<file path="config.mk">
export PLATFORM = sky130hd
export DESIGN_NAME = pc_fetch_unit
export DESIGN_NICKNAME = d
export VERILOG_FILES = /design/src/rtl/pc_fetch_unit.sv
export SDC_FILE = /design/constraint.sdc
export NUM_CORES = 1
export LEC_CHECK = 0
export ABC_AREA = 0
export CAP_MARGIN = 20
export CORE_UTILIZATION = 35
export CTS_CLUSTER_SIZE = 10
export DETAILED_ROUTE_END_ITERATION = 12
export DONT_BUFFER_PORTS = 1
export GPL_TIMING_DRIVEN = 0
export SYNTH_ARGS = -nofsm -noshare
export SYNTH_HDL_FRONTEND = slang
export SYNTH_SLANG_ARGS = --single-unit
</file>
<file path="constraint.sdc">
create_clock -name clk -period 2 [get_ports clk]
set_input_delay 0.2 -clock clk [delete_from_list [all_inputs] [get_ports clk]]
set_output_delay 0.2 -clock clk [all_outputs]
set_load 0.03 [all_outputs]
</file>
<file path="src/rtl/pc_fetch_unit.sv">
// pc_fetch_unit -- instruction-fetch sequencer for the 32-bit RISC-V core.
//
// Owns the program counter, keeps at most one instruction-memory request
// outstanding, and hands {instr, pc} pairs to decode through an output
// register backed by a one-entry skid buffer. Execute may redirect the PC at
// any time; in-flight responses that belong to the old stream are discarded.
//
// Ports
//   clk, rst_n       clock (rising edge), asynchronous active-low reset
//   pc_o             current PC, feeds input a of the external PC adder
//   pc_plus4_i       PC adder result (pc_o + 4)
//   redirect_i       branch/jump taken, with target redirect_pc_i
//   stall_i          decode cannot accept an instruction this cycle
//   imem_req_o       fetch request valid, address on imem_addr_o
//   imem_gnt_i       request accepted
//   imem_rvalid_i    response valid, data on imem_rdata_i
//   instr_valid_o    instr_o / instr_pc_o valid to decode
//   misalign_o       one-cycle pulse: redirect target was not word aligned
//
// state | meaning
// ------+--------------------------------------------------------------
// IDLE  | just out of reset, nothing outstanding
// REQ   | presenting pc_q to imem (held off while the skid is full)
// WAIT  | request granted, waiting for its response
// FLUSH | request outstanding but redirected; its response is dropped

module pc_fetch_unit #(
    parameter logic [31:0] RESET_PC = 32'h0000_0000
) (
    input  logic        clk,
    input  logic        rst_n,
    output logic [31:0] pc_o,
    input  logic [31:0] pc_plus4_i,
    input  logic        redirect_i,
    input  logic [31:0] redirect_pc_i,
    input  logic        stall_i,
    output logic        imem_req_o,
    output logic [31:0] imem_addr_o,
    input  logic        imem_gnt_i,
    input  logic        imem_rvalid_i,
    input  logic [31:0] imem_rdata_i,
    output logic        instr_valid_o,
    output logic [31:0] instr_o,
    output logic [31:0] instr_pc_o,
    output logic        misalign_o
);

    typedef enum logic [1:0] {
        S_IDLE  = 2'd0,
        S_REQ   = 2'd1,
        S_WAIT  = 2'd2,
        S_FLUSH = 2'd3
    } state_t;

    state_t      state_q, state_d;
    logic [31:0] pc_q, pc_d;
    logic [31:0] pend_pc_q, pend_pc_d;
    logic        out_valid_q, out_valid_d;
    logic [31:0] out_instr_q, out_instr_d;
    logic [31:0] out_pc_q, out_pc_d;
    logic        skid_valid_q, skid_valid_d;
    logic [31:0] skid_instr_q, skid_instr_d;
    logic [31:0] skid_pc_q, skid_pc_d;
    logic        misalign_q, misalign_d;

    logic gnt_hs;
    logic rsp_hs;
    logic deliver;
    logic out_free;

    always_comb begin
        state_d      = state_q;
        pc_d         = pc_q;
        pend_pc_d    = pend_pc_q;
        out_valid_d  = out_valid_q;
        out_instr_d  = out_instr_q;
        out_pc_d     = out_pc_q;
        skid_valid_d = skid_valid_q;
        skid_instr_d = skid_instr_q;
        skid_pc_d    = skid_pc_q;
        misalign_d   = 1'b0;

        gnt_hs   = (state_q == S_REQ) && !skid_valid_q && imem_gnt_i;
        rsp_hs   = (state_q == S_WAIT) && imem_rvalid_i;
        deliver  = rsp_hs && !redirect_i;
        out_free = !out_valid_q || !stall_i;

        unique case (state_q)
            S_IDLE: state_d = S_REQ;
            S_REQ: begin
                if (gnt_hs) begin
                    pend_pc_d = pc_q;
                    pc_d      = pc_plus4_i;
                    state_d   = S_WAIT;
                end
            end
            S_WAIT:  if (imem_rvalid_i) state_d = S_REQ;
            S_FLUSH: if (imem_rvalid_i) state_d = S_REQ;
            default: state_d = S_IDLE;
        endcase

        // The skid is only ever filled while the output register is stalled,
        // and requests stop while it is full, so it drains before new data.
        if (out_free) begin
            if (skid_valid_q) begin
                out_valid_d  = 1'b1;
                out_instr_d  = skid_instr_q;
                out_pc_d     = skid_pc_q;
                skid_valid_d = deliver;
                if (deliver) begin
                    skid_instr_d = imem_rdata_i;
                    skid_pc_d    = pend_pc_q;
                end
            end else if (deliver) begin
                out_valid_d = 1'b1;
                out_instr_d = imem_rdata_i;
                out_pc_d    = pend_pc_q;
            end else begin
                out_valid_d = 1'b0;
            end
        end else if (deliver) begin
            skid_valid_d = 1'b1;
            skid_instr_d = imem_rdata_i;
            skid_pc_d    = pend_pc_q;
        end

        // Redirect wins over everything. A response still owed to the old
        // stream (granted now, or waiting / already flushing without rvalid)
        // must be swallowed in FLUSH before fetching again.
        if (redirect_i) begin
            pc_d         = {redirect_pc_i[31:2], 2'b00};
            misalign_d   = |redirect_pc_i[1:0];
            out_valid_d  = 1'b0;
            skid_valid_d = 1'b0;
            if (gnt_hs ||
                ((state_q == S_WAIT || state_q == S_FLUSH) && !imem_rvalid_i))
                state_d = S_FLUSH;
            else
                state_d = S_REQ;
        end
    end

    always_ff @(posedge clk or negedge rst_n) begin
        if (!rst_n) begin
            state_q      <= S_IDLE;
            pc_q         <= RESET_PC;
            pend_pc_q    <= 32'h0;
            out_valid_q  <= 1'b0;
            out_instr_q  <= 32'h0;
            out_pc_q     <= 32'h0;
            skid_valid_q <= 1'b0;
            skid_instr_q <= 32'h0;
            skid_pc_q    <= 32'h0;
            misalign_q   <= 1'b0;
        end else begin
            state_q      <= state_d;
            pc_q         <= pc_d;
            pend_pc_q    <= pend_pc_d;
            out_valid_q  <= out_valid_d;
            out_instr_q  <= out_instr_d;
            out_pc_q     <= out_pc_d;
            skid_valid_q <= skid_valid_d;
            skid_instr_q <= skid_instr_d;
            skid_pc_q    <= skid_pc_d;
            misalign_q   <= misalign_d;
        end
    end

    assign pc_o          = pc_q;
    assign imem_req_o    = (state_q == S_REQ) && !skid_valid_q;
    assign imem_addr_o   = pc_q;
    assign instr_valid_o = out_valid_q;
    assign instr_o       = out_instr_q;
    assign instr_pc_o    = out_pc_q;
    assign misalign_o    = misalign_q;

endmodule

</file>
* Word level (Yosys, flattened, before mapping)
Cells that the tools add are included.
** Cells by class
- Equal/unequal tests :: 6
- Mux-type cells :: 27
- Reductions and logical operators :: 25
** Operators with widths (number)
- $mux W32 :: 13
- $mux W1 :: 9
- $mux W2 :: 4
- $reduce_and A2 Y1 :: 4
- $reduce_bool A2 Y1 :: 4
- $pmux W2 S3 :: 1
- $logic_and A1 B1 Y1 :: 5
- $logic_not A1 Y1 :: 5
- $eq A2 B2 Y1 const B :: 2
- $reduce_or A2 Y1 :: 2
- $logic_or A1 B1 Y1 :: 3
- $ne A3 B1 Y1 const B :: 1
- $ne A3 B3 Y1 const B :: 1
- $reduce_bool A3 Y1 :: 1
- $eq A2 B1 Y1 const B :: 1
- $logic_not A2 Y1 :: 1
- $ne A2 B2 Y1 const B :: 1
** Word-level totals
- Output and inout bits :: 131
- Register bits :: 197
- Input port bits :: 102

* Logic depth before layout (Yosys ltp)
- Depth after elaboration :: 7
- Depth in mapped cells :: 5
- Depth with buffers taken out :: 3

* Worst setup path before layout
Ideal clock, no wire load.
- Kind :: reg2reg
- Start :: reg out_valid_q (netlist: instr_valid_o)
- End :: reg skid_instr_q[10]
- Stages on the path, launching flop included :: 5
- Data arrival time :: 1.609 ns
- Buffers on the path :: 1
- Library setup time :: 0.125 ns
- Path slack :: 0.266 ns
- Cell sequence :: dfrtp_1 > a21oi_1 > nor3_4 > buf_6 > mux2_4
** Between the ends
- Cells in the longest elaborated chain, start to end :: 3
- Elaborated cells on any way between the ends :: 4
- Those cells by class :: eq/ne (1); mux (1); reduce/logical (2)
** RTL lines
- start, declared :: RTL line 58 : logic out_valid_q, out_valid_d;
- start signal, assigned :: RTL line 159 : out_valid_q <= out_valid_d;
- $logic_not A1 Y1 (*) :: RTL line 86 : out_free = !out_valid_q || !stall_i;
- $logic_or A1 B1 Y1 (*) :: RTL line 86
- $ne A2 B2 Y1 (no source line) / $mux W32 (equally long branches)
- end signal, assigned :: RTL line 163 : skid_instr_q <= skid_instr_d;
- end, declared :: RTL line 62 : logic [31:0] skid_instr_q, skid_instr_d;
Mark *: on every way between the ends. The rest lies on a longest branch, timed or not.
A chain may end at the register's enable or synchronous reset.

* Worst setup path after layout
- Start :: reg skid_valid_q
- End :: out imem_req_o
** Between the ends
- Cells in the longest elaborated chain, start to end :: 2
** RTL lines
- start, declared :: RTL line 61 : logic skid_valid_q, skid_valid_d;
- start signal, assigned :: RTL line 162 : skid_valid_q <= skid_valid_d;
- $logic_not A1 Y1 :: RTL line 170 : assign imem_req_o = (state_q == S_REQ) && !skid_valid_q;
- $logic_and A1 B1 Y1 :: RTL line 170
- end, declared :: RTL line 37 : output logic imem_req_o,
Every way passes these cells.

==> results.md <==
### Place
* Post-DP Area: 9349 um^2
* number of instances in the placed design: 1,021
* weighted congestion reported at the end of routability-driven placement: 0.7454
* Place WS: -182.2 ps
* HPWL after detailed placement: 15,400 um
* total of buffers placed on input and output ports: 0

### Die
* Placeable Area: 25,110 um^2
* DIE HEIGHT: 161.7 um
* area of the die: 26,150 um^2
* number of top-level pins: 233
* initial core utilization: 0.3556
* floorplan row count: 58
* DIE WIDTH: 161.7 um

### Finish
* final cell count without fillers: 1,152
* most used cells in the layout excluding fill and tap cells: sky130_fd_sc_hd__dfrtp_1, sky130_fd_sc_hd__dlygate4sd3_1, sky130_fd_sc_hd__mux2_2
* commonest non-fill, non-tap cell in the layout: sky130_fd_sc_hd__dfrtp_1
* Multi-input gate area: 3456 um^2
* diodes inserted: 0
* fill cell count: 2,303
* synth-to-layout area growth: 23.05%
* Layout Nets: 911
* fraction of layout instances using a drive strength above 1: 0.2470
* Layout Cell Area excl Fill: 10,990 um^2
* area taken by flip-flops and latches: 4931 um^2

### Yosys
* number of synthesized register bits: 197
* FFs w/ async S/R, synth: 1.000
* post-synthesis net count: 792
* cells after synthesis: 690
* most used flip-flop cell after synthesis: sky130_fd_sc_hd__dfrtp_1
* register area share after synthesis: 0.5521
* Warnings, synthesis: 0
* number of synthesized flops with an enable pin: 0
* library cells used by synthesis: 29
* average footprint of a synthesized cell: 12.94 um^2
* netlist area before placement: 8929 um^2

### Setup path
* source of the worst register-to-register timing path: instr_valid_o
* Worst setup EP type: output pin
* Critical Path Start Type: register
* category of the critical setup timing path: reg -> out
* maximum net fanout on the critical path: 10
* worst setup path startpoint: skid_valid_q
* Crit path arrival time: 1730 ps
* endpoint required time on the critical path: 1800 ps

### Global route
* wire length of the first global-routing pass: 37,430 um
* Total Routing Usage GR: 0.1882
* number of antenna violations at the first check in global routing: 0
* global-route congestion overflow total: 0
* number of global-route vias before repair: 6,454
* pin count of the biggest net entering global routing: 198

### Route
* average wire length per cell after detail routing: 20.79 um
* count of unresolved DRC violations after routing: 0
* DRT met1 WL: 10,440 um
* 1st-iter DRT viols: 395
* met2 WL: 11,520 um
* number of search-and-repair iterations in the first detailed-routing pass: 4
* drt total wl: 23,950 um
* detail-routed via count per cell: 5.398
* overall via count from detail_route: 6,219
* uppermost layer routed: met4
* metal3 WL: 1732 um
* antenna-violating nets left: 0

### Power and ir drop
* total power divided by cell area: 1189 nW/um^2
* Max VDD drop: 0.5303 mV
* Pleak: 4.926 nW

### Status
* result of the run: finished, violations left
* violated checks: hold timing

### Timing
* worst-case clock skew: 10.11 ps
* setup-violating endpoint count in the final report: 0
* number of max-slew violations in the final report: 0
* slew of the pin with the lowest slew margin: 725.7 ps
* Max-slew headroom: 0.5162
* final setup slack of the worst path: 72.50 ps
* setup repair after global routing missed its margin: no
* peak clock frequency supported by timing: 518.8 MHz
* min Tclk post-route: 1927 ps
* hold_ws: -544.6 ps
* TNS Setup: 0 ps
* final hold violation count: 197
* final clock period utilization by the worst path: 0.9637

### Clocking
* CTS Hold Buffers Added: 97
* clock tree buffer depth: 2
* clock tree from TritonCTS: yes
* worst-skew pair later-pin latency: 440 ps
* clock root cell: sky130_fd_sc_hd__clkbuf_16
* number of clock sinks: 197
* H-tree levels: 4
* Num CTS Buffers: 17
* clock-pin transition on the worst setup and hold timing paths: 70 ps

### Hold path
* Hold WC Path Type: in -> async

### Flow run
* MaxCap Viol Count: 0

[worst max-delay path, stage by stage (launching register included)]
cell and delay [ps]:
sky130_fd_sc_hd__dfrtp_2 460, sky130_fd_sc_hd__clkbuf_4 220, sky130_fd_sc_hd__buf_4 200, sky130_fd_sc_hd__nor3b_2 230, sky130_fd_sc_hd__buf_6 170
[worst paths after layout]
check                                       end  slack [ps]  cells after the start
worst max-delay path                 imem_req_o          70                      4
worst min-delay path            skid_instr_q[3]        -540                      0
worst max register to register     skid_pc_q[2]         140                      5
worst min register to register    skid_pc_q[10]         500                      1
max in group asynchronous           instr_o[30]        2150                      0
min in group clk                  instr_valid_o          60                      2
[registers in the layout, indices dropped and copies added (netlist names)]
register       count
pend_pc_q         32
misalign_o         1
instr_pc_o        32
instr_valid_o      1
skid_pc_q         32
state_q            2
skid_valid_q       1
skid_instr_q      32
imem_addr_o       32
instr_o           32
[logic make-up (layout without fill, tap and decap cells)]
group,count (synthesis),count (layout),synth area share
AOI/OAI and AO/OA,164,164,0.1561
adders and majority gates,1,1,0.001121
buffers and inverters,95,227,0.06138
DFF,197,197,0.5521
muxes,128,128,0.1612
and+or+nand+nor,105,105,0.06811
[metrics by stage]
step	total power, mW	util
global route	13.73	0.4376
finish	13.06	0.4376
floorplan	8.775	-
CTS	13.21	0.4367
global placement	9.321	0.3720
detailed placement	9.413	0.3723
[cell usage after synthesis (10+ instances only)]
cell | n | share of area
sky130_fd_sc_hd__buf_4 | 37 | 0.031
sky130_fd_sc_hd__clkbuf_1 | 41 | 0.017
sky130_fd_sc_hd__dfrtp_1 | 197 | 0.55
sky130_fd_sc_hd__mux2_2 | 84 | 0.11
sky130_fd_sc_hd__mux2_4 | 10 | 0.017
sky130_fd_sc_hd__mux2i_1 | 32 | 0.036
sky130_fd_sc_hd__nand2_1 | 32 | 0.013
sky130_fd_sc_hd__o21ai_0 | 25 | 0.014
sky130_fd_sc_hd__o22a_1 | 64 | 0.063
sky130_fd_sc_hd__o311a_1 | 64 | 0.072
sky130_fd_sc_hd__or3_1 | 64 | 0.045
[power breakdown]
part	internal (mW)	switching [mW]	total [mW]
combinational	1.30	0.817	2.12
clock	1.91	1.67	3.58
sequential	4.91	2.45	7.36
total	8.12	4.94	13.1
[layout make-up]
type                       count  area share
buffer                        93     0.05182
tap                          330     0.03758
timing repair buffer         100     0.09076
sequential                   197      0.4488
multi-input combinational    398      0.3145
clock inverter                15     0.01708
inverter                       2   0.0006833
clock buffer                  17     0.03872
[layer usage]
layer,up-vias,track usage
met1,3162,0.2397
met5,-,0
met4,0,0.04846
met2,206,0.3094
li1,2832,-
met3,19,0.05899
[what timing repair did]
item,CTS,global route
endpoints found under the hold margin,297,197
resized for setup,10,25
buffers inserted,2,0
pin swaps,1,0
setup endpoints to repair,111,49
Power figures use the tool's default switching activity.
